### config.mk
export PLATFORM = sky130hd
export DESIGN_NAME = game_state_fsm
export DESIGN_NICKNAME = d
export VERILOG_FILES = /design/src/rtl/game_state_fsm_pkg.sv /design/src/rtl/button_sync_edge.sv /design/src/rtl/game_state_fsm.sv
export SDC_FILE = /design/constraint.sdc
export NUM_CORES = 1
export LEC_CHECK = 0
export BUFFER_PORTS_ARGS = -buffer_cell sky130_fd_sc_hd__buf_2
export CORE_MARGIN = 2
export CORE_UTILIZATION = 51
export CTS_CLUSTER_DIAMETER = 80
export DETAILED_ROUTE_END_ITERATION = 6
export GPL_ROUTABILITY_DRIVEN = 0
export GPL_TIMING_DRIVEN = 0
export PLACE_DENSITY = 0.81
export REMOVE_ABC_BUFFERS = 1
export SYNTH_ARGS = -nofsm -noshare
export SYNTH_HDL_FRONTEND = slang
export SYNTH_SLANG_ARGS = --single-unit
### constraint.sdc
create_clock -name clk -period 2.5 [get_ports clk]
set_input_delay 0.125 -clock clk [delete_from_list [all_inputs] [get_ports clk]]
set_output_delay 0.125 -clock clk [all_outputs]
set_load 0.05 [all_outputs]
### src/rtl/game_state_fsm_pkg.sv
// Shared game types and defaults for game_state_fsm and counter_shapes.
package game_pkg;

   typedef enum logic [2:0] {
      ST_MENU,
      ST_PLAYING,
      ST_HIT,
      ST_WON,
      ST_LOST
   } game_state_t;

   localparam int unsigned LIVES_DEF      = 3;
   localparam int unsigned HIT_CYCLES_DEF = 60;
   localparam logic [10:0] WIN_TIME_DEF   = 11'd1800;
   localparam logic [9:0]  OBJ_WRAP_DEF   = 10'd680;

   function automatic logic [7:0] sat_inc8(input logic [7:0] v);
      return (v == 8'hFF) ? v : v + 8'd1;
   endfunction

endpackage

### src/rtl/button_sync_edge.sv
// Two-flop synchroniser for an asynchronous push-button followed by a
// rising-edge detector; one press yields a single-cycle pulse.
module button_sync_edge (
   input  logic clk,
   input  logic reset,
   input  logic btn_i,
   output logic pulse_o
);

   logic meta_q;
   logic sync_q;
   logic prev_q;

   always_ff @(posedge clk or posedge reset) begin
      if (reset) begin
         meta_q <= 1'b0;
         sync_q <= 1'b0;
         prev_q <= 1'b0;
      end else begin
         meta_q <= btn_i;
         sync_q <= meta_q;
         prev_q <= sync_q;
      end
   end

   // Decoded from flops only, so the pulse is clean for the state register.
   assign pulse_o = sync_q & ~prev_q;

endmodule

### src/rtl/game_state_fsm.sv
// Game controller: menu -> play -> win/lose sequencing, lives with a
// post-hit grace window, and a saturating score of obstacles passed.
module game_state_fsm
   import game_pkg::*;
#(
   parameter int unsigned LIVES      = LIVES_DEF,
   parameter logic [10:0] WIN_TIME   = WIN_TIME_DEF,
   parameter int unsigned HIT_CYCLES = HIT_CYCLES_DEF,
   parameter logic [9:0]  OBJ_WRAP   = OBJ_WRAP_DEF
) (
   input  logic        clk,
   input  logic        reset,
   input  logic        start_btn,
   input  logic        collision,
   input  logic [9:0]  obj_position_counter,
   input  logic [10:0] game_time,
   output logic        menuScreen,
   output logic        playerWon,
   output logic        playerLost,
   output logic        reset_obj_count,
   output logic [1:0]  lives,
   output logic [7:0]  score
);

   localparam int unsigned GW = (HIT_CYCLES > 1) ? $clog2(HIT_CYCLES) : 1;
   localparam logic [GW-1:0] GRACE_LOAD = GW'(HIT_CYCLES - 1);
   localparam logic [1:0]    LIVES_INIT = 2'(LIVES);

   logic start_pulse;

   button_sync_edge u_start_sync (
      .clk     (clk),
      .reset   (reset),
      .btn_i   (start_btn),
      .pulse_o (start_pulse)
   );

   game_state_t   state_q, state_d;
   logic [GW-1:0] grace_q, grace_d;
   logic [1:0]    lives_q, lives_d;
   logic [7:0]    score_q, score_d;
   logic          rst_obj_q, rst_obj_d;
   logic          menu_q, won_q, lost_q;
   logic          hit_acc;
   logic          at_wrap;
   logic          win_reached;

   assign at_wrap     = (obj_position_counter == OBJ_WRAP);
   assign win_reached = (game_time >= WIN_TIME);

   always_comb begin
      state_d   = state_q;
      grace_d   = grace_q;
      lives_d   = lives_q;
      score_d   = score_q;
      rst_obj_d = 1'b0;
      hit_acc   = 1'b0;
      unique case (state_q)
         ST_MENU: begin
            if (start_pulse) begin
               state_d = ST_PLAYING;
               lives_d = LIVES_INIT;
               score_d = '0;
            end
         end
         ST_PLAYING: begin
            if (collision && (lives_q != '0)) begin
               hit_acc   = 1'b1;
               rst_obj_d = 1'b1;
               lives_d   = lives_q - 2'd1;
               if (lives_q == 2'd1) begin
                  state_d = ST_LOST;
               end else begin
                  state_d = ST_HIT;
                  grace_d = GRACE_LOAD;
               end
            end else if (win_reached) begin
               state_d = ST_WON;
            end
            if (at_wrap && !hit_acc) begin
               score_d = sat_inc8(score_q);
            end
         end
         ST_HIT: begin
            // Collisions are not accepted here, so every wrap scores.
            if (at_wrap) begin
               score_d = sat_inc8(score_q);
            end
            if (win_reached) begin
               state_d = ST_WON;
            end else if (grace_q == '0) begin
               state_d = ST_PLAYING;
            end else begin
               grace_d = grace_q - 1'b1;
            end
         end
         ST_WON, ST_LOST: begin
            if (start_pulse) begin
               state_d = ST_MENU;
            end
         end
         default: state_d = ST_MENU;
      endcase
   end

   // Flags are decoded from the next state so they land with the state register.
   always_ff @(posedge clk or posedge reset) begin
      if (reset) begin
         state_q   <= ST_MENU;
         grace_q   <= '0;
         lives_q   <= LIVES_INIT;
         score_q   <= '0;
         rst_obj_q <= 1'b0;
         menu_q    <= 1'b1;
         won_q     <= 1'b0;
         lost_q    <= 1'b0;
      end else begin
         state_q   <= state_d;
         grace_q   <= grace_d;
         lives_q   <= lives_d;
         score_q   <= score_d;
         rst_obj_q <= rst_obj_d;
         menu_q    <= (state_d == ST_MENU);
         won_q     <= (state_d == ST_WON);
         lost_q    <= (state_d == ST_LOST);
      end
   end

   assign menuScreen      = menu_q;
   assign playerWon       = won_q;
   assign playerLost      = lost_q;
   assign reset_obj_count = rst_obj_q;
   assign lives           = lives_q;
   assign score           = score_q;

endmodule

* After elaboration in Yosys (flattened, before gate mapping)
Cells that the tools add are included.
** Cells by class
- Add/subtract/negate cells :: 3
- Order comparisons :: 1
- Eq/ne operators :: 16
- Multiplexer cells :: 24
- Bitwise operators :: 2
- Reduce and logical (&&, ||, !) cells :: 14
** Operators by type and width (number)
- 2-to-1 mux 8 bit :: 4
- 2-to-1 mux 6 bit :: 4
- one-hot mux 8 bit (3 select lines) :: 1
- 2-to-1 mux 3 bit :: 7
- != test 2 bit (second input constant) :: 7
- one-hot mux 3 bit (4 select lines) :: 1
- one-hot mux 6 bit (2 select lines) :: 1
- greater-or-equal comparator 11 bit (second input constant) :: 1
- == test 10 bit (second input constant) :: 1
- == test 3 x 2 -> 1 bit (second input constant) :: 3
- adder 8 x 1 -> 8 bit (second input constant) :: 1
- == test 8 bit (second input constant) :: 1
- == test 3 bit (second input constant) :: 2
- logical NOT 3 bit :: 2
- logical NOT 6 bit :: 1
- nonzero test 2 bit :: 3
- subtractor 6 x 1 -> 6 bit (second input constant) :: 1
- AND reduction 5 bit :: 1
- 2-to-1 mux 2 bit :: 2
- one-hot mux 2 bit (2 select lines) :: 1
- AND reduction 4 bit :: 1
- == test 3 x 1 -> 1 bit (second input constant) :: 1
- 2-to-1 mux 1 bit :: 3
- AND reduction 3 bit :: 1
- 8 further kinds :: 9
** Word-level totals
- Bits in registers :: 26
- Input bits :: 25
- Output and inout port bits :: 14
- Logic and storage cells :: 71

* Logic depth before layout (Yosys ltp)
- Depth after elaboration :: 8
- Depth in mapped cells :: 7
- Gate-level depth less buffers :: 7

* Hierarchy
Synthesis repeated with hierarchy kept, for this count alone.
** Unflattened totals
- Cells, all modules :: 144
- Area total of the unflattened synthesis :: 1382.6 um2
** Modules (own cells, without submodules)
- game_state_fsm :: instances 1, cells an instance 139, area each 1290.0 um2, sequential area each 579.3 um2
- button_sync_edge :: instances 1, cells an instance 5, area each 92.6 um2, sequential area each 75.1 um2

* Worst setup path after synthesis
OpenSTA, ideal clock, no wires.
- Path type :: register to register
- From :: register lives_q[0], in the netlist lives[0]
- To :: register grace_q[3]
- Setup time :: 0.132 ns
- Data arrival time :: 2.205 ns
- Data required time :: 2.368 ns
- Setup slack :: 0.164 ns
- Cell stages (with the launch flop) :: 8
- Buffers on the path :: 0
- Clock period less this slack :: 2.336 ns
- Cells stage by stage :: dfstp_2 inv_1 ha_1 nand2b_1 o31ai_1 nand4_1 o31ai_1 or3b_1
** Between the ends
- Word-level cells in the longest chain between the ends :: 4
- Elaborated cells between the ends (all ways) :: 6
- Those cells by class :: 3 x eq/ne; 3 x reduce/logical
** RTL lines
- start, declared :: line game_state_fsm.sv:40 : logic [1:0] lives_q, lives_d;
- start signal, assigned :: line game_state_fsm.sv:120 : lives_q <= lives_d;
- nonzero test 2 bit :: line game_state_fsm.sv:67 : if (collision && (lives_q != '0)) begin
- logical AND 1 bit :: line game_state_fsm.sv:67
- != test 2 bit (no source line)
- AND reduction 5 bit (no source line) *
- end signal, assigned :: line game_state_fsm.sv:119 : grace_q <= grace_d;
- end, declared :: line game_state_fsm.sv:39 : logic [GW-1:0] grace_q, grace_d;
Mark *: on every way between the ends. The rest lies on a longest branch, timed or not.
A chain may end at the register's enable or synchronous reset.

* Final worst setup path
Same ends and word-level chain as after synthesis.

==> impl_metrics.py <==
metrics = {
    "floorplanning": {
        "io_pins": 39,
        "num_rows": 19,
        "dieArea_sq_mm": 0.00321,
        "initial_utilization_pct": 52.6,
        "core_area_sq_mm": 0.00269,
        "die_h_um": 56.6,
        "die_w_um": 56.6,
    },
    "global_routing": {
        "grt_start_max_net_pins": 27,
        "grt_antenna_before_repair": 0,
        "grt_pass1_wl_mm": 5.12,
        "grt_pass1_vias": 1189,
        "grt.overflow.total": 0,
        "top_usage_layer": "met2",
        "groute.usage.overall_pct": 19.9,
        "grt_use_met3_pct": 2.07,
        "use_met2_pct": 35.7,
        "grt_use_met1_pct": 25.5,
    },
    "critical_path": {
        "worst-path-buf-inv": 1,
        "crit_arrival_ps": 2580,
        "start_kind": "flip-flop",
        "cp_slowest_cell": "dfstp_2",
        "cpPeakStageDelay_ps": 590,
        "critPathKind": "flip-flop to flip-flop",
        "crit_family": "simple AND/OR/NAND/NOR gates",
        "cp.required_ps": 2720,
        "crit_chain": "inv_1, ha_1, nand2b_1, o31ai_2, nand4_1, o31ai_1, or3b_1",
        "r2r-start": "lives[0]",
        "startpoint": "lives[0]",
        "cp-end-kind": "flip-flop",
        "cp_max_fo": 7,
    },
    "drt": {
        "vias": 1250,
        "drc": 0,
        "drt-total-wl_mm": 3.06,
        "drtIter0Drc": 36,
        "antenna_left": 0,
        "drt_first_pass_iters": 4,
        "wl_per_cell_um": 14.4,
        "vias_per_cell": 5.90,
    },
    "synthesis": {
        "synth_area_leaders": "dfrtp_1 41%, dfstp_2 5.6%, ha_1 3.5%, nor3_1 3.2%, a21oi_1 2.8%",
        "ys_seq_area_share_pct": 46.3,
        "yosys.area.top_type_share_pct": 40.7,
        "synth-seq-cells": 26,
        "synth.avg_cell_area_sq_um": 10.0,
        "yosysWarnings": 0,
        "syn_area_sq_mm": 0.00141,
        "async_flop_share_pct": 100,
        "yosys-top-cells-count": "23 x dfrtp_1, 9 x nor3_1, 8 x a21oi_1, 8 x inv_1, 8 x nor2_1",
        "synthCells": 141,
        "synth_cell_types": 47,
        "yosysTopAreaCell": "dfrtp_1",
        "ys.flop_type": "dfrtp_1",
        "synth-edff-count": 0,
        "synth_most_common_cell": "dfrtp_1",
    },
    "pwr": {
        "power_w": 0.00155,
        "power.density_mw_per_mm2": 916,
        "irDropWorstVdd_v": 0.000698,
        "power.leakage_nw": 0.797,
    },
    "layout": {
        "fillers": 244,
        "diodes": 0,
        "stdcell_area_sq_mm": 0.00169,
        "final_nets": 211,
        "drive_gt1_share_pct": 29.8,
        "area_growth_pct": 19.9,
    },
    "cts": {
        "cts.sinks": 26,
        "cts_tree": "built",
        "clkLatencyLatePin_ps": 320,
        "root_buffer": "clkbuf_4",
        "cts-buffers-inserted": 3,
        "clockBufferDepth": 2,
        "htree_levels": 1,
        "clk_pin_slew_worst_paths_ps": 140,
    },
    "timing": {
        "slew_viol_final": 0,
        "setup_viol": 0,
        "fin_skew_ps": 3.28,
        "max_freq_mhz": 423,
        "min_period_ps": 2360,
        "slew_headroom_pct": 34.3,
        "hold_viol": 0,
        "finalCritPeriodShare_pct": 94.5,
        "worst_pin_slew_ps": 985,
        "hold_ws_ps": 2.15,
    },
    "flow_run": {
        "max_cap_viol_count": 0,
    },
    "placed_design": {
        "dp_hpwl_mm": 2.33,
        "portBuffers": 35,
        "place_area_sq_mm": 0.00161,
    },
    "min_path": {
        "hold_class": "input pin to async pin",
    },
    "status": {
        "status": "complete, no violations",
    },
}
per-stage QoR:
step | cells | utilization, % | setup WS, ps | setup TNS, ps
after global placement | 205 | 60.0 | 192 | 0
after global routing | 212 | 63.1 | -22.4 | -22.4
after detailed placement | 205 | 60.0 | 102 | 0
after floorplan | 139 | - | 164 | 0
final | 212 | 63.1 | 138 | 0
after CTS | 210 | 62.3 | 87.0 | 0
per-layer routing:
layer / up-vias / wire, um
li1: 623 / -
met1: 591 / 1330
met2: 34 / 1580
met3: 2 / 126
met4: 0 / 15
met5: - / 0
flip-flops by register name, summed over array words and instances (netlist names), 2 cells and up:
signal	flops
score	8
grace_q	6
state_q	3
lives	2
path summary, 6_finish.rpt:
path,to,slack (ps),cells past startpoint
setup / recovery,grace_q[3],140,7
hold / removal,playerWon,2,2
setup reg to reg,grace_q[3],140,7
hold reg to reg,u_start_sync.sync_q,380,0
max in group asynchronous,grace_q[5],1910,2
min in group clk,state_q[0],190,3
what timing repair did:
action,CTS,global route
endpoints found under the setup margin,0,1
gates resized for setup,0,1
buffers inserted,0,2
endpoints found under the hold margin,1,0
hold buffers,1,0
cell families after synthesis:
family	Yosys count	synth area share [%]
adder cells (fa/ha/maj)	4	3.54
AO/OA/AOI/OAI	36	18.9
AND/OR/NAND/NOR	64	27.3
buffers and inverters	10	3.19
flip-flops	26	46.3
multiplexers	1	0.797
placed cells by master (no fill, tap or decap), types with 2 or more instances in the layout:
cell type / n
a21oi_1: 8
a221o_1: 2
a32o_1: 2
and2_1: 2
and3_1: 6
buf_2: 35
buf_4: 2
clkbuf_4: 3
dfrtp_1: 23
dfstp_2: 3
ha_1: 4
inv_1: 8
nand2_1: 6
nand2b_1: 3
nand3_1: 6
nand3b_1: 2
nand4_1: 3
nor2_1: 8
nor3_1: 9
nor4_1: 5
o211ai_1: 2
o21a_1: 3
o21ai_0: 6
or3b_1: 2
or4_4: 2
layout make-up:
type                            instances  area, sq um  share of cell area, %
Clock buffer                            3         22.5                   1.33
Tap cell                               31         38.8                   2.29
Sequential cell                        26          654                   38.6
Clock inverter                          1         30.0                   1.77
Timing Repair Buffer                   38          200                   11.8
Inverter                                8         30.0                   1.77
Multi-Input combinational cell        105          718                   42.4
power by group:
part           switching (W)  internal [W]  leakage (nW)
registers          0.0000884      0.000521         0.313
clock network       0.000129      0.000162        0.0279
logic               0.000419      0.000232         0.455
(Power assumes the default switching activity.)
